File: src/rtl/uncache_ctrl_pkg.sv
// uncache_ctrl_pkg: state encoding shared by the uncached access controller
package uncache_ctrl_pkg;
  typedef enum logic [2:0] {UC_IDLE, UC_RREQ, UC_RWAIT, UC_WREQ, UC_WWAIT, UC_DONE} uc_state_t;
endpackage

File: src/rtl/uncache_ctrl.sv
// uncache_ctrl: turns a stalled core data access into one single-beat bridge read or write
module uncache_ctrl
  import uncache_ctrl_pkg::*;
#(
  parameter int ADDR_W = 32,
  parameter int DATA_W = 32
) (
  input  logic              clk,
  input  logic              resetn,
  input  logic              req_en,
  input  logic [3:0]        req_wen,
  input  logic [ADDR_W-1:0] req_addr,
  input  logic [DATA_W-1:0] req_wdata,
  output logic [DATA_W-1:0] rdata,
  output logic              stallreq,
  output logic              rd_req,
  output logic [ADDR_W-1:0] rd_addr,
  output logic [1:0]        rd_size,
  input  logic              rd_rdy,
  input  logic              ret_valid,
  input  logic [DATA_W-1:0] ret_data,
  output logic              wr_req,
  output logic [ADDR_W-1:0] wr_addr,
  output logic [1:0]        wr_size,
  output logic [3:0]        wr_wstrb,
  output logic [DATA_W-1:0] wr_data,
  input  logic              wr_rdy,
  input  logic              wr_done
);
  uc_state_t state, next;
  logic [ADDR_W-1:0] addr_q;
  logic [3:0] wen_q;
  logic [DATA_W-1:0] wdata_q;
  function automatic logic [1:0] size_of(input logic [3:0] wen);
    return (wen == 4'b0001 || wen == 4'b0010 || wen == 4'b0100 || wen == 4'b1000) ? 2'd0 :
           (wen == 4'b0011 || wen == 4'b1100) ? 2'd1 : 2'd2;
  endfunction
  always_ff @(posedge clk or negedge resetn) begin
    if (!resetn) begin
      state   <= UC_IDLE;
      addr_q  <= '0;
      wen_q   <= '0;
      wdata_q <= '0;
      rdata   <= '0;
    end else begin
      state <= next;
      if (state == UC_IDLE && req_en) begin
        addr_q  <= req_addr;
        wen_q   <= req_wen;
        wdata_q <= req_wdata;
      end
      if (state == UC_RWAIT && ret_valid) rdata <= ret_data;
    end
  end
  always_comb begin
    next = state;
    case (state)
      UC_IDLE:  next = req_en ? (req_wen != 4'd0 ? UC_WREQ : UC_RREQ) : UC_IDLE;
      UC_RREQ:  next = rd_rdy ? UC_RWAIT : UC_RREQ;
      UC_RWAIT: next = ret_valid ? UC_DONE : UC_RWAIT;
      UC_WREQ:  next = wr_rdy ? UC_WWAIT : UC_WREQ;
      UC_WWAIT: next = wr_done ? UC_DONE : UC_WWAIT;
      default:  next = UC_IDLE;
    endcase
  end
  // reset gates the stall so a request held by the core during reset reads as idle
  assign stallreq = resetn && ((state == UC_IDLE && req_en) || state inside {UC_RREQ, UC_RWAIT, UC_WREQ, UC_WWAIT});
  assign rd_req   = state == UC_RREQ;
  assign rd_addr  = addr_q;
  assign rd_size  = 2'd2;
  assign wr_req   = state == UC_WREQ;
  assign wr_addr  = addr_q;
  assign wr_wstrb = wen_q;
  assign wr_data  = wdata_q;
  assign wr_size  = wr_req ? size_of(wen_q) : 2'd0;
endmodule
File: config.mk
export PLATFORM = sky130hd
export DESIGN_NAME = uncache_ctrl
export DESIGN_NICKNAME = d
export VERILOG_FILES = /design/src/rtl/uncache_ctrl_pkg.sv /design/src/rtl/uncache_ctrl.sv
export SDC_FILE = /design/constraint.sdc
export NUM_CORES = 1
export LEC_CHECK = 0
export CORE_ASPECT_RATIO = 0.6
export CORE_MARGIN = 4
export CORE_UTILIZATION = 35
export DETAILED_ROUTE_END_ITERATION = 8
export PLACE_DENSITY = 0.73
export SLEW_MARGIN = 15
export SYNTH_ARGS = -nofsm -noshare
export SYNTH_HDL_FRONTEND = slang
export SYNTH_SLANG_ARGS = --single-unit
File: constraint.sdc
create_clock -name clk -period 1.75 [get_ports clk]
set_input_delay 0.525 -clock clk [delete_from_list [all_inputs] [get_ports clk]]
set_output_delay 0.525 -clock clk [all_outputs]
set_load 0.01 [all_outputs]
==> impl.org, run 1 <==
** Clock network
- Post-CTS clock slew at the launch and capture registers of the worst setup and hold paths :: about 70 ps
- Hold buffer count at cts :: 0
- Number of clock sinks :: a little over 100
- Number of buffers between clock root and the deepest sink :: 2
- Clock buffer count from CTS :: 9
- Root Driver :: clkbuf_16
- The H-tree was split into 3 levels.
- Insertion delay of the later-clocked pin in the worst-skew pair :: between 300 and 400 ps
- TritonCTS built the clock tree.

** Status
- Failing checks :: setup timing
- The run finished, with violations left.

** Timing
- Dividing the final minimum period by the clock period gives 1.17.
- Pins over their slew limit :: 0
- FMAX :: roughly 0.49 GHz
- Fin Hold WS :: a little under 400 ps
- Slack of the critical path :: -304 ps
- For the finished layout, the period the worst path requires is between 2000 and 2500 ps.
- Total of endpoints with negative setup slack in the final report :: 70
- Setup repair after global routing could not meet its margin everywhere.
- Headroom to the max-slew limit :: 0.537
- Hold Vio Cnt, Final :: 0
- After routing, the total negative slack on setup checks comes to -3990 ps.
- Clock skew on the completed layout was measured at ~7.4 ps.
- For the pin with the worst max-slew slack, the measured transition is around 690 ps.

** Critical path
- Critical-path maximum fanout :: 2
- The worst setup path is launched from a flip-flop.
- The worst setup path is captured at an output pin.
- Reg-to-reg setup timing slack :: -80 ps
- The worst register-to-register path begins at state[2].
- Critical path endpoint :: stallreq
- For this design, the slowest cell found on the critical path is or4_1.
- On the worst path, the slowest cell contributes a delay of between 500 and 600 ps.
- In this run the worst setup path begins at state[1].
- STA puts the critical path data arrival time at between 1500 and 2000 ps.
- Cell-by-cell trace of the critical path :: or4_1 > and3_1 > buf_2
- The worst register-to-register path ends at wr_data[28].
- Counting cells, the worst reg-to-reg path comes to 7.
- At the worst endpoint, the required time is around 1200 ps.
- Startpoint-to-endpoint class of the critical path :: flip-flop to output pin

** Yosys
- Cell types occupying the most area after synthesis :: dfrtp_1 (60%), mux2_2 (24%), buf_4 (6.1%)
- Counting distinct cell types in the post-synthesis netlist gives 28.
- For this run, the register share of the synthesized area comes to 0.596.
- Averaged over all synthesized cells, the footprint is 15.3 sq um.
- Top-area cell type share of the netlist area :: 0.596
- Register bit count reported by yosys :: around 100
- In the synthesized netlist, the number of instances is 283.
- Of all cell types, the one taking the most synthesized area is dfrtp_1.
- Mapped Nets :: 390
- Post-synthesis instance area :: roughly 4300 sq um
- For this run, the number of Yosys warnings is 0.

** GRT
- Initial antenna violation count :: 0
- Global route total overflow :: 0
- The first global-routing pass estimated ~18 mm of wire.
- Entering global routing, the biggest net connects 53 pins.
- Vias in the first global route :: around 3400
- Across every metal layer, demand over resource in global routing totals 0.164.

** Floorplanning
- Area of the core :: between 10000 and 15000 sq um
- Die height :: 94.1 um
- Die Span X :: between 150 and 200 um
- Area enclosed by the die boundary :: 14300 sq um
- For this design the top-level I/O count stands at around 250.
- Effective utilization at floorplan :: 0.359
- Row Count :: 31

** Power and ir drop
- Power consumption :: 13.8 mW
- P_leak :: approximately 3.6 nW
- Across the VDD grid, the largest voltage drop is between 0.8 and 0.9 mV.
- In this run the power density over the cells is approximately 1800 nW/um^2.

** Placement
- # port buffers :: roughly 240
- Detailed placement finished with a half-perimeter wire length of just under 9 mm.
- Routability-driven placement finished with a final weighted congestion of 0.746.
- Post-placement cell area :: 6840 sq um

** Layout
- Ant diodes :: 0
- Post-synthesis to final-layout area growth :: 77.7%
- After filler insertion, the fill cell instance count of the layout stands at roughly 950.
- Share of cells above drive strength 1 :: 0.333
- Post-route cell area :: just under 8000 sq um
- Net total in the final layout :: ~650

** Routing
- Total wire length after detailed routing :: between 10 and 15 mm
- In the final routed layout, each cell accounts on average for roughly 19 um.
- Before antenna repair, the detailed router went through 4 iterations.
- Via-to-Cell Ratio :: approximately 4.6
- Number of nets with antenna violations after routing :: 0
- Detailed routing inserted a total of approximately 3200 vias.
- For this run, design rule violations remaining after detail routing come to 0.
- DRC marker count from the first detailed-route iteration :: 83

** Run
- Across the run, the number of max-cap violations was 0.

** Hold path
- Worst hold-check path type :: input port to asynchronous set/reset pin
per-stage QoR:
| stage | instances | util | setup WS, ps |
|---|---|---|---|
| after detailed placement | 668 | 0.567 | -844 |
| after global routing | 708 | 0.637 | -355 |
| after floorplan | 283 | - | 38.9 |
| final | 708 | 0.637 | -304 |
| after global placement | 668 | 0.567 | -816 |
| after CTS | 693 | 0.590 | -328 |
cell usage after synthesis:
library cell  number
nand3b_1           1
mux2_2            92
mux2_4             8
inv_1              2
a21oi_1            1
nor2b_1            1
buf_6              8
o41ai_1            1
nand2_1            1
o21ai_0            1
and3_1             2
dfrtp_1          103
conb_1             2
nor4b_4            1
nor2_1             6
nand2b_1           2
o22a_1             1
buf_2              5
o221ai_1           1
o31ai_1            1
a31oi_1            1
o2bb2ai_1          1
buf_4             35
mux2i_1            1
nor4bb_1           2
or2b_1             1
xor2_1             1
or4_1              1
worst min-delay path by stage:
stage,from,endpoint,cells after the start
2_1_floorplan,resetn,rd_addr[0],0
3_3_place_gp,rdata[26],rdata[26],1
3_5_place_dp,wr_data[15],wr_data[15],1
4_1_cts,resetn,rdata[27],3
5_1_grt,resetn,rdata[9],3
6_report,resetn,rdata[3],3
report_power, final:
| part | leakage (nW) | switching [mW] | total [mW] | internal (mW) |
|---|---|---|---|---|
| clock | 0.163 | 0.878 | 2.22 | 1.34 |
| sequential | 1.22 | 0.718 | 4.33 | 3.61 |
| combinational | 2.24 | 2.84 | 7.27 | 4.43 |
| total | 3.63 | 4.44 | 13.8 | 9.38 |
worst max-delay path, delay by kind of cell (launching register included):
kind | cells | cell delay [ps]
buf+inv | 1 | 140
flops | 1 | 380
simple gates | 2 | 680
per-layer routing:
| metal | routed length, um | GRT usage | up-vias | share of wire |
|---|---|---|---|---|
| met5 | 0 | 0 | - | 0 |
| met4 | 51 | 0.0291 | 0 | 0.0039 |
| met3 | 1180 | 0.0733 | 4 | 0.089 |
| met2 | 6230 | 0.264 | 134 | 0.47 |
| met1 | 5750 | 0.206 | 1632 | 0.44 |
| li1 | - | - | 1458 | - |
kinds of logic (layout without fill, tap and decap cells):
family / count (synthesis) / count (layout) / share of synthesized area
xor gates and xnor gates: 1 / 1 / 0.00202
muxes: 101 / 101 / 0.269
DFF: 103 / 103 / 0.596
AOI/OAI and AO/OA: 8 / 8 / 0.0136
buffers and inverters: 50 / 310 / 0.0890
other: 2 / 2 / 0.00174
and+or+nand+nor: 18 / 18 / 0.0286
what timing repair did:
action / 4_1_cts / 5_1_grt
cloned: 2 / 10
setup endpoints to repair: 197 / 100
buffers inserted: 8 / 7
resized for setup: 178 / 87
pin swaps: 6 / 4
layout by cell type, fill, tap and decap left out, types with 2 or more instances in the layout:
cell type        synthesis  layout
and3_1                   2       2
buf_12                   0       4
buf_2                    5       6
buf_4                   35      22
buf_6                    8      10
buf_8                    0       5
bufinv_16                0       2
clkbuf_16                0      18
clkbuf_8                 0       2
clkdlybuf4s50_1          0     103
clkinv_4                 0       2
conb_1                   2       2
dfrtp_1                103     103
dlygate4sd2_1            0     130
mux2_2                  92      24
mux2_4                   8      76
nor2_1                   6       4
nor2_2                   0       2
cell type report:
class / instances / area [sq um] / share of cell area
flip-flops and latches: 103 / 2580 / 0.335
multi-input cells: 130 / 1660 / 0.216
repair buffers: 292 / 2900 / 0.377
inverters: 2 / 7.51 / 0.000976
clock inverters: 4 / 77.6 / 0.0101
clock buffers: 12 / 256 / 0.0334
well taps: 165 / 206 / 0.0268
sequential cells by signal, summed over array words and instances (netlist names):
name      cells
rdata        32
wr_wstrb      4
wr_data      32
rd_addr      32
state         3
No activity file was read; power rests on OpenSTA's default activity.
==> run 2: changes to the inputs <==
--- a/config.mk
+++ b/config.mk
@@ -6,9 +6,10 @@
 export NUM_CORES = 1
 export LEC_CHECK = 0
 export CORE_ASPECT_RATIO = 0.6
-export CORE_MARGIN = 4
+export CORE_MARGIN = 2
 export CORE_UTILIZATION = 35
 export DETAILED_ROUTE_END_ITERATION = 8
+export MAX_ROUTING_LAYER = met4
 export PLACE_DENSITY = 0.73
 export SLEW_MARGIN = 15
 export SYNTH_ARGS = -nofsm -noshare
==> impl.org, run 2 (same netlist as run 1, synthesis figures left out) <==
** Critical path
- Cell-by-cell trace of the critical path :: buf_6 > or4_1 > and3_4 > buf_6
- Cell mode on critical path :: buf_6
- The worst setup path is captured at an output pin.
- In this design, the stage delay of the slowest critical-path cell is around 400 ps.
- CP max stage cell :: dfrtp_1
- Arrival time worst endpoint :: roughly 1500 ps
- Counting both buffers and inverters, the worst setup path holds a total of 2.
- STA puts the critical path data required time at roughly 1200 ps.
- Startpoint-to-endpoint class of the critical path :: flip-flop to output pin
- Crit path max-delay family :: simple AND/OR/NAND/NOR gates
- Startpoint class of the critical path :: flip-flop
- Of all nets on the critical path, the largest fanout is 2.

** Power and ir drop
- Switching part of the total power :: 0.326
- Of the total power, combinational logic draws 0.540.
- Dividing total power by cell area gives a power density of roughly 1800 nW/um^2.
- Seq pwr share :: 0.316
- Cell-internal power :: a little over 9 mW
- Worst vdd rail ir drop :: around 0.80 mV
- The share of total power dissipated in the clock network is 0.144.
- Summed over all cells, the static leakage comes to 3.69 nW.
- Summed over all nets, the switching power comes to around 4.5 mW.

** Timing
- Setup repair after global routing missed its margin :: true
- For the pin with the worst max-slew slack, the measured transition is around 900 ps.
- Final clock period utilization by the worst path :: 1.17
- Pins over their slew limit :: 0
- Subtracting the final worst setup slack from the clock period gives just over 2000 ps.
- Once routing completed, OpenROAD measured the worst setup slack at -296 ps.
- Hold Vio Cnt, Final :: 0
- Clk_skew :: just over 7 ps
- Headroom to the max-slew limit came out at 0.396.
- FMAX :: between 0.4 and 0.5 GHz
- Total of endpoints with negative setup slack in the final report :: 97

** Clock network
- CTS H-tree lvls :: 3
- Insertion delay of the later-clocked pin in the worst-skew pair :: between 300 and 400 ps
- In this run, post-CTS hold repair placed 0 buffers.
- CTS placed an instance of clkbuf_16 at the clock tree root.
- The tree built by TritonCTS fans out to between 100 and 150 sinks.
- After clock tree synthesis, the clock-pin slew on the worst setup and hold paths is 70 ps.
- No sink is reached through more buffers than the 2 on the longest clock path.
- Clock tree from TritonCTS :: built
- TritonCTS created 9 clock buffers.

** Layout
- Summing all non-filler instances in the final layout gives an area of around 7700 sq um.
- Highest-count cells in the layout ignoring fill and taps :: dlygate4sd2_1 (127), clkdlybuf4s50_1 (104), dfrtp_1 (103)
- Post-synthesis to final-layout area growth :: 78.4%
- The number of antenna diodes in the final layout is 0.
- In the final layout, the share of cells above drive strength 1 is 0.318.
- Commonest non-fill, non-tap cell in the layout :: dlygate4sd2_1
- Cell Count, Final, Fillers Out :: about 700
- For this run, the post-layout net count is 640.

** Placement
- Once placement completed, the tool counted placed cells totaling 661.
- Setup Slack @ Placement :: -784 ps
- Once placement finished, the instance area stood at 6790 sq um.
- DP Wirelength :: about 8 mm
- Gpl congestion :: 0.813
- # port buffers :: around 240

** Routing
- Detailed-router iteration count before antenna repair :: 4
- Summed over all layers, the routed wires come to about 13 mm.
- DRC marker count from the first detailed-route iteration :: between 50 and 60
- In this run the remaining antenna-violating nets after routing total 0.
- Dividing the detail-routed wire length by the instance count gives ~19 um.
- Via-to-Cell Ratio :: 4.60
- Via count of the routed design :: between 3000 and 4000
- For this run, design rule violations remaining after detail routing come to 0.

** GRT
- Largest net degree at the start of global routing :: 71
- Vias in the first global route :: approximately 3600
- Global routing finished with a remaining overflow of 0.
- The first global-routing pass estimated about 21 mm of wire.
- Initial antenna violation count :: 0
- GRT Overall Usage :: 0.205

** Status
- The run finished, with violations left.
- Failing checks :: setup timing

** Floorplanning
- between 200 and 250 I/O pins were placed.
- Row Count :: 31
- Area of the core :: between 10000 and 15000 sq um
- Area enclosed by the die boundary :: around 13000 sq um
- Effective utilization at floorplan :: 0.359
- Die height :: around 90 um
- Die Span X :: 148 um

** Hold path
- The tightest min-delay check is of the input port to asynchronous set/reset pin type.

** Run
- Max_cap viols :: 0
==> run 2: per-stage QoR <==
stage	util	TNS, ps	hold slack (ps)	power [mW]
after floorplan	-	0	229	7.71
after global placement	0.563	-42140	489	11.2
after detailed placement	0.563	-42480	495	11.4
after CTS	0.645	-19270	336	14.1
after global routing	0.640	-11210	361	14.6
final	0.640	-5560	324	13.8
==> run 2: path summary, 6_finish.rpt <==
check	slack, ps	from	depth (start not counted)	end
worst max-delay path	-300	state[2]	4	stallreq
worst min-delay path	320	resetn	3	wr_wstrb[0]
worst min register to register	500	rdata[27]	1	rdata[27]
min in group clk	500	rdata[27]	1	rdata[27]
max in group asynchronous	650	resetn	3	rd_addr[26]
worst max register to register	-130	state[2]	8	wr_data[15]
==> run 2: final cells by class <==
cell class                      count  area (sq um)
Multi-Input combinational cell    130          1730
Clock inverter                      5          58.8
Tap cell                          165           206
Timing Repair Buffer              287          2910
Sequential cell                   103          2580
Inverter                            2          7.51
Fill cell                         957          4340
Clock buffer                       11           233
==> run 2: worst reg2reg max path: stages (launching register included) <==
cell and delay (ps):
dfrtp_1 400, buf_6 120, buf_4 130, nor4b_4 260, buf_6 190, buf_6 120, buf_12 110, buf_16 130
mux2_4 300
==> run 2: what timing repair did <==
| action | 4_1_cts | 5_1_grt |
|---|---|---|
| pin swaps | 5 | 2 |
| buffers inserted | 19 | 3 |
| gates cloned | 11 | 1 |
| resized for setup | 261 | 20 |
| setup endpoints to repair | 224 | 113 |
==> run 2: per-layer routing <==
| metal | routed length (um) | GRT usage | share of wire | up-vias |
|---|---|---|---|---|
| met5 | 0 | - | 0 | - |
| met4 | 114 | 0.0313 | 0.0087 | 0 |
| met3 | 958 | 0.0629 | 0.073 | 11 |
| met2 | 6240 | 0.334 | 0.48 | 142 |
| met1 | 5770 | 0.259 | 0.44 | 1637 |
| li1 | - | - | - | 1443 |
==> run 2: power by group through the flow <==
stage / combinational [mW] / clock (mW) / sequential [mW]
floorplan: 2.83 / 0 / 4.88
global placement: 6.84 / 0 / 4.34
detailed placement: 6.95 / 0 / 4.41
CTS: 7.67 / 2.04 / 4.36
global route: 7.91 / 2.15 / 4.56
finish: 7.48 / 1.99 / 4.37
==> run 3: changes to the inputs <==
--- a/config.mk
+++ b/config.mk
@@ -5,6 +5,7 @@
 export SDC_FILE = /design/constraint.sdc
 export NUM_CORES = 1
 export LEC_CHECK = 0
+export ABC_CLOCK_PERIOD_IN_PS = 1750
 export CORE_ASPECT_RATIO = 0.6
 export CORE_MARGIN = 2
 export CORE_UTILIZATION = 35
==> results of run 3 <==
The final DEF is identical to that of run 2; final timing and power are the same.
